--- src/rtl/ifetch_pkg.sv ---
// ifetch_pkg: shared definitions for the instruction fetch stage.
//   DATA_WIDTH     - width of PC, fetch address, instruction word and retire counter
//   INSTR_BYTES    - bytes per instruction; sequential PC step
//   ifetch_state_t - fetch stage FSM states, also exported on the debug port
//   pc_aligned()   - true when an address is a legal instruction address
package ifetch_pkg;

  localparam int DATA_WIDTH  = 32;
  localparam int INSTR_BYTES = 4;

  typedef enum logic [2:0] {
    ST_IDLE   = 3'd0,
    ST_FETCH  = 3'd1,
    ST_DECODE = 3'd2,
    ST_EXEC   = 3'd3,
    ST_TRAP   = 3'd4
  } ifetch_state_t;

  function automatic logic pc_aligned(input logic [DATA_WIDTH-1:0] addr);
    return (addr[1:0] == 2'b00);
  endfunction

endpackage

--- src/rtl/ifetch_if.sv ---
// Request/response bundles used by the fetch stage.
//   ifetch_imem_if - fetch stage (master) to instruction memory (slave):
//                    req_valid, addr out; resp_valid, rdata in.
//   ifetch_dec_if  - fetch stage (master) to decoder (slave):
//                    req_valid, instruction out; resp_valid in.
//
// Handshake: req_valid is a level held by the master until the slave answers
// with a single-cycle resp_valid pulse. Payloads driven by the master (addr,
// instruction) are stable while req_valid is high; rdata is only meaningful
// in the cycle resp_valid is high. req_valid drops the cycle after the pulse
// is sampled, and may also be withdrawn early by reset, which the slave must
// tolerate.

interface ifetch_imem_if;
  logic                             req_valid;
  logic [ifetch_pkg::DATA_WIDTH-1:0] addr;
  logic                             resp_valid;
  logic [ifetch_pkg::DATA_WIDTH-1:0] rdata;

  modport master (output req_valid, output addr, input resp_valid, input rdata);
  modport slave  (input req_valid, input addr, output resp_valid, output rdata);
endinterface

interface ifetch_dec_if;
  logic                             req_valid;
  logic [ifetch_pkg::DATA_WIDTH-1:0] instruction;
  logic                             resp_valid;

  modport master (output req_valid, output instruction, input resp_valid);
  modport slave  (input req_valid, input instruction, output resp_valid);
endinterface

--- src/rtl/ifetch.sv ---
// ifetch: non-pipelined instruction fetch stage. Holds the PC, fetches one
// word from instruction memory, hands it to the decoder, then waits for
// execute to report the next-PC decision. One instruction in flight at a time.
//
// Ports:
//   clk, rst     - clock and synchronous active-high reset
//   run          - start/continue fetching (sampled in IDLE and at EXEC exit)
//   imem         - instruction memory request/response bundle (master)
//   dec          - decoder request/response bundle (master)
//   exec_done    - pulse: execute finished the current instruction
//   exec_taken   - with exec_done: take exec_target instead of pc+4
//   exec_target  - redirect PC
//   pc           - PC of the instruction in flight
//   retired      - completed instruction count, wraps
//   trap         - sticky misaligned-target flag; only rst clears it
//   dbg_state    - current FSM state
module ifetch
  import ifetch_pkg::*;
#(
  parameter logic [DATA_WIDTH-1:0] RESET_PC = '0  // must be 4-byte aligned
) (
  input  logic                  clk,
  input  logic                  rst,
  input  logic                  run,
  ifetch_imem_if.master         imem,
  ifetch_dec_if.master          dec,
  input  logic                  exec_done,
  input  logic                  exec_taken,
  input  logic [DATA_WIDTH-1:0] exec_target,
  output logic [DATA_WIDTH-1:0] pc,
  output logic [DATA_WIDTH-1:0] retired,
  output logic                  trap,
  output ifetch_state_t         dbg_state
);

  ifetch_state_t         state_q, state_d;
  logic [DATA_WIDTH-1:0] pc_q, pc_d;
  logic [DATA_WIDTH-1:0] instr_q, instr_d;
  logic [DATA_WIDTH-1:0] retired_q, retired_d;
  logic                  trap_q, trap_d;
  logic                  imem_req_q, imem_req_d;
  logic                  dec_req_q, dec_req_d;
  logic [DATA_WIDTH-1:0] next_pc;

  // Next-PC selection; the sequential step wraps naturally at 2^32.
  always_comb begin
    next_pc = exec_taken ? exec_target : (pc_q + DATA_WIDTH'(INSTR_BYTES));
  end

  always_comb begin
    state_d   = state_q;
    pc_d      = pc_q;
    instr_d   = instr_q;
    retired_d = retired_q;
    trap_d    = trap_q;

    case (state_q)
      ST_IDLE: begin
        if (run) state_d = ST_FETCH;
      end
      ST_FETCH: begin
        if (imem.resp_valid) begin
          instr_d = imem.rdata;
          state_d = ST_DECODE;
        end
      end
      ST_DECODE: begin
        if (dec.resp_valid) state_d = ST_EXEC;
      end
      ST_EXEC: begin
        if (exec_done) begin
          // A misaligned branch still completed, so it is counted.
          retired_d = retired_q + DATA_WIDTH'(1);
          if (!pc_aligned(next_pc)) begin
            trap_d  = 1'b1;
            state_d = ST_TRAP;
          end else begin
            pc_d    = next_pc;
            state_d = run ? ST_FETCH : ST_IDLE;
          end
        end
      end
      ST_TRAP: begin
        trap_d = 1'b1;
      end
      default: begin
        state_d = ST_IDLE;
      end
    endcase

    // Requests are registered copies of the current state: they rise one
    // cycle after entering FETCH/DECODE and fall one cycle after leaving.
    imem_req_d = (state_q == ST_FETCH);
    dec_req_d  = (state_q == ST_DECODE);
  end

  always_ff @(posedge clk) begin
    if (rst) begin
      state_q    <= ST_IDLE;
      pc_q       <= RESET_PC;
      instr_q    <= '0;
      retired_q  <= '0;
      trap_q     <= 1'b0;
      imem_req_q <= 1'b0;
      dec_req_q  <= 1'b0;
    end else begin
      state_q    <= state_d;
      pc_q       <= pc_d;
      instr_q    <= instr_d;
      retired_q  <= retired_d;
      trap_q     <= trap_d;
      imem_req_q <= imem_req_d;
      dec_req_q  <= dec_req_d;
    end
  end

  assign imem.req_valid  = imem_req_q;
  assign imem.addr       = pc_q;
  assign dec.req_valid   = dec_req_q;
  assign dec.instruction = instr_q;
  assign pc              = pc_q;
  assign retired         = retired_q;
  assign trap            = trap_q;
  assign dbg_state       = state_q;

endmodule

--- src/flat_wrapper.sv ---
// flat-port wrapper written by rule: the top's interface ports become plain ports
module ifetch_flat import ifetch_pkg::*;
#(
  parameter logic [DATA_WIDTH-1:0] RESET_PC = '0                           
)
  (clk, rst, run, exec_done, exec_taken, exec_target, pc, retired, trap, dbg_state, imem_req_valid, imem_addr, imem_resp_valid, imem_rdata, dec_req_valid, dec_instruction, dec_resp_valid);
  ifetch_imem_if imem_i ();
  ifetch_dec_if dec_i ();
  input  logic clk;
  input  logic rst;
  input  logic run;
  input  logic exec_done;
  input  logic exec_taken;
  input  logic [DATA_WIDTH-1:0] exec_target;
  output logic [DATA_WIDTH-1:0] pc;
  output logic [DATA_WIDTH-1:0] retired;
  output logic trap;
  output ifetch_state_t dbg_state;
  output wire logic [$bits(imem_i.req_valid)-1:0] imem_req_valid;
  output wire logic [$bits(imem_i.addr)-1:0] imem_addr;
  input wire logic [$bits(imem_i.resp_valid)-1:0] imem_resp_valid;
  input wire logic [$bits(imem_i.rdata)-1:0] imem_rdata;
  output wire logic [$bits(dec_i.req_valid)-1:0] dec_req_valid;
  output wire logic [$bits(dec_i.instruction)-1:0] dec_instruction;
  input wire logic [$bits(dec_i.resp_valid)-1:0] dec_resp_valid;
  assign imem_req_valid = imem_i.req_valid;
  assign imem_addr = imem_i.addr;
  assign imem_i.resp_valid = imem_resp_valid;
  assign imem_i.rdata = imem_rdata;
  assign dec_req_valid = dec_i.req_valid;
  assign dec_instruction = dec_i.instruction;
  assign dec_i.resp_valid = dec_resp_valid;
  ifetch #(.RESET_PC(RESET_PC)) u_core (.clk(clk), .rst(rst), .run(run), .imem(imem_i), .dec(dec_i), .exec_done(exec_done), .exec_taken(exec_taken), .exec_target(exec_target), .pc(pc), .retired(retired), .trap(trap), .dbg_state(dbg_state));
endmodule
--- config.mk ---
export PLATFORM = sky130hd
export DESIGN_NAME = ifetch_flat
export DESIGN_NICKNAME = d
export VERILOG_FILES = /design/src/rtl/ifetch_pkg.sv /design/src/rtl/ifetch_if.sv /design/src/rtl/ifetch.sv /design/src/flat_wrapper.sv
export SDC_FILE = /design/constraint.sdc
export NUM_CORES = 1
export LEC_CHECK = 0
export ABC_AREA = 1
export CORE_MARGIN = 4
export CORE_UTILIZATION = 30
export CTS_BUF_LIST = sky130_fd_sc_hd__clkbuf_16
export CTS_CLUSTER_SIZE = 28
export DETAILED_ROUTE_END_ITERATION = 16
export SLEW_MARGIN = 40
export SYNTH_ARGS = -nofsm -noshare
export SYNTH_HDL_FRONTEND = slang
export SYNTH_SLANG_ARGS = --single-unit
--- constraint.sdc ---
create_clock -name clk -period 4.7 [get_ports clk]
set_input_delay 0.47 -clock clk [delete_from_list [all_inputs] [get_ports clk]]
set_output_delay 0.47 -clock clk [all_outputs]
set_load 0.03 [all_outputs]
==> run summary <==
Worst-path cell chain - clkdlybuf4s50_1 -> inv_2 -> nor2_1 -> nand2_1 -> nand2_1 -> nand2_4 -> inv_2 -> o21ai_0 -> nand2_1 -> a21oi_1
Post-DP HPWL - 13.7 mm
Post-synth top area cell - dfxtp_1
Synth top area cells - dfxtp_1, nand2_1, nor2_1
Clock Latency Late Sink - 0.35 ns
Die Width - 146 um
Post-CTS Setup Bufs - 0
Post-Layout Cell Count - 1322
Drt pass-1 iters - 5
Area growth from synthesis to layout - 40.1%
WP data arrival - 2.77 ns
Fin nets - 1156
Routed WL - 18.4 mm
Die ar. - 21300 um2
Slew Viols, Final - 0
Slowest CP cell - clkdlybuf4s50_1
CTS tree - built
Worst Hold Class - flop to flop
Static Leak - 2.74 nW
Total GRT Usage - 0.170
Post_cts resized - 0
Initial antenna violation count - 0
Drt via density - 4.60
Register area share after synthesis - 0.358
Proportion of layout cells with a drive suffix above 1 - 0.0368
Clk root buf - clkbuf_16
Synth warn - 0
Worst-path clk slew - 0.08 ns
Number of global-route vias before repair - 5554
Synth Register Bits - 102
Total global routing overflow - 0
Gate Count Post-Synth - 926
Setup TNS - 0 ns
VDD IR max - 0.177 mV
Area of the multi-input gates - 3030 um2
Max cap viols - 0
Die H - 146 um
Slew HR - 0.521
Final setup skew - 0.00840 ns
Initial Util - 0.305
Ys async rst share - 0
Synth cell types - 35
Hold_buf cts - 0
Status - completed
Count of input and output buffers - 204
CTS buffer count - 9
Number of flops mapped to enable cells by yosys - 0
Crit. End Element - flop
Synthesized Nets - 999
H-tree levels - 3
Crit path max fanout - 37
CP most frequent cell - nand2_1
Synth top area share - 0.358
Critical Path RT - 4.92 ns
Initial DRC Count - 357
Mapped cell area - 5700 um2
N_diodes - 0
Core ar. - 18700 um2
Pwr dens - 318 nW/um2
Final core utilization - 0.427
Hold Fails Final Rpt - 0
Post-route DRC - 0
Row count - 50
Worst-Margin Slew - 0.717 ns
Fin crit share - 0.541
Final count of negative-setup-slack endpoints - 0
Largest net degree at the start of global routing - 53
Top-count cell post-synth - nand2_1
Clock Path Buffers - 2
Routability Congestion - 0.812
Post-synth top cells - nand2_1, nor2_1, dfxtp_1
Sequential cell area - 2040 um2
CP Launch Type - primary input
Placed insts - 1306
Fmax - 393 MHz
R2R Setup Slk - 2.49 ns
Syn avg cell area - 6.15 um2
First-pass GRT wire length - 29.7 mm
Max incr delay on CP - 0.93 ns
FILL cells - 1971
I/O Pins - 205
Total number of vias - 6081
RSZ-0062 raised after global routing - no
Wirelength per Cell - 13.9 um
Top FF cell, synth - dfxtp_1
CTS Sinks - 102
Final Critical Period - 2.54 ns
WS Path Type - primary input to flop
Antenna-violating nets left - 0
stage by stage:
stage,setup slack (ns),area (um2),total power [mW],hold slack (ns)
floorplan,2.96,5700,1.49,0.575
global placement,1.81,7680,1.80,0.448
detailed placement,1.74,7680,1.80,0.450
CTS,2.13,7990,2.58,0.463
global route,1.91,7990,2.67,0.497
finish,2.16,7990,2.54,0.458
cell type report:
class / count / area share
sequential: 102 / 0.256
tap: 234 / 0.0367
clock inverter: 7 / 0.00987
inverter: 66 / 0.0312
timing repair buffer: 208 / 0.259
multi-input combinational: 696 / 0.380
clock buffer: 9 / 0.0282
kinds of logic after synthesis:
logic type               after synthesis  synth area share
AND/OR/NAND/NOR                      565             0.407
XOR/XNOR                               3           0.00461
flip-flops                           102             0.358
adder cells (fa/ha/maj)                2           0.00439
buffers and inverters                128             0.110
AO/OA/AOI/OAI                        126             0.116
critical path, delay by kind of cell:
kind                   cells  cell delay [ns]
AND/OR/NAND/NOR            5             0.65
AO/OA/AOI/OAI              2             0.20
buffers and inverters      3             1.43
flip-flops by register name, indices dropped and copies added (netlist names):
signal,flops
u_core.dbg_state,3
u_core.dec.instruction,32
u_core.dec.req_valid,1
u_core.imem.addr,32
u_core.imem.req_valid,1
u_core.retired,32
u_core.trap,1
cell usage in the layout (no fill, tap or decap), types with 2 or more instances in the layout:
cell type / netlist / layout
nand2_1: 266 / 266
nor2_1: 216 / 216
clkdlybuf4s50_1: 0 / 203
dfxtp_1: 102 / 102
o21ai_0: 61 / 61
inv_1: 62 / 60
a21oi_1: 48 / 48
nand3_1: 43 / 43
nor3_1: 12 / 12
clkbuf_16: 0 / 9
nand4_1: 7 / 7
nor2_2: 5 / 5
inv_2: 3 / 4
a31oi_1: 4 / 4
nand3b_1: 4 / 4
buf_4: 35 / 4
o21bai_1: 3 / 3
o21ai_1: 3 / 3
o31ai_1: 3 / 3
xor2_1: 3 / 3
nand2_4: 2 / 2
or2_2: 2 / 2
o21a_1: 2 / 2
nor2_4: 2 / 2
nor3b_1: 2 / 2
ha_1: 2 / 2
clkinv_4: 0 / 2
inv_6: 0 / 2
clkinv_8: 0 / 2
power by group:
part / total [mW] / internal [mW] / switching (mW)
clock: 0.765 / 0.379 / 0.387
combinational: 0.746 / 0.303 / 0.443
sequential: 1.03 / 0.957 / 0.0697
per-layer routing:
metal / vias to the layer above / track usage / share of wire
met3: 12 / 0.0411 / 0.067
li1: 3224 / - / -
met2: 157 / 0.275 / 0.46
met5: - / 0 / 0
met4: 0 / 0.0470 / 0.012
met1: 2688 / 0.226 / 0.46
worst paths after layout:
path / cells past startpoint / to / startpoint
max: 10 / u_core.imem.addr[5] / exec_taken
min: 2 / u_core.trap / u_core.trap
max reg2reg: 7 / u_core.imem.addr[5] / u_core.dbg_state[0]
min reg2reg: 2 / u_core.trap / u_core.trap
Power figures use the tool's default switching activity.
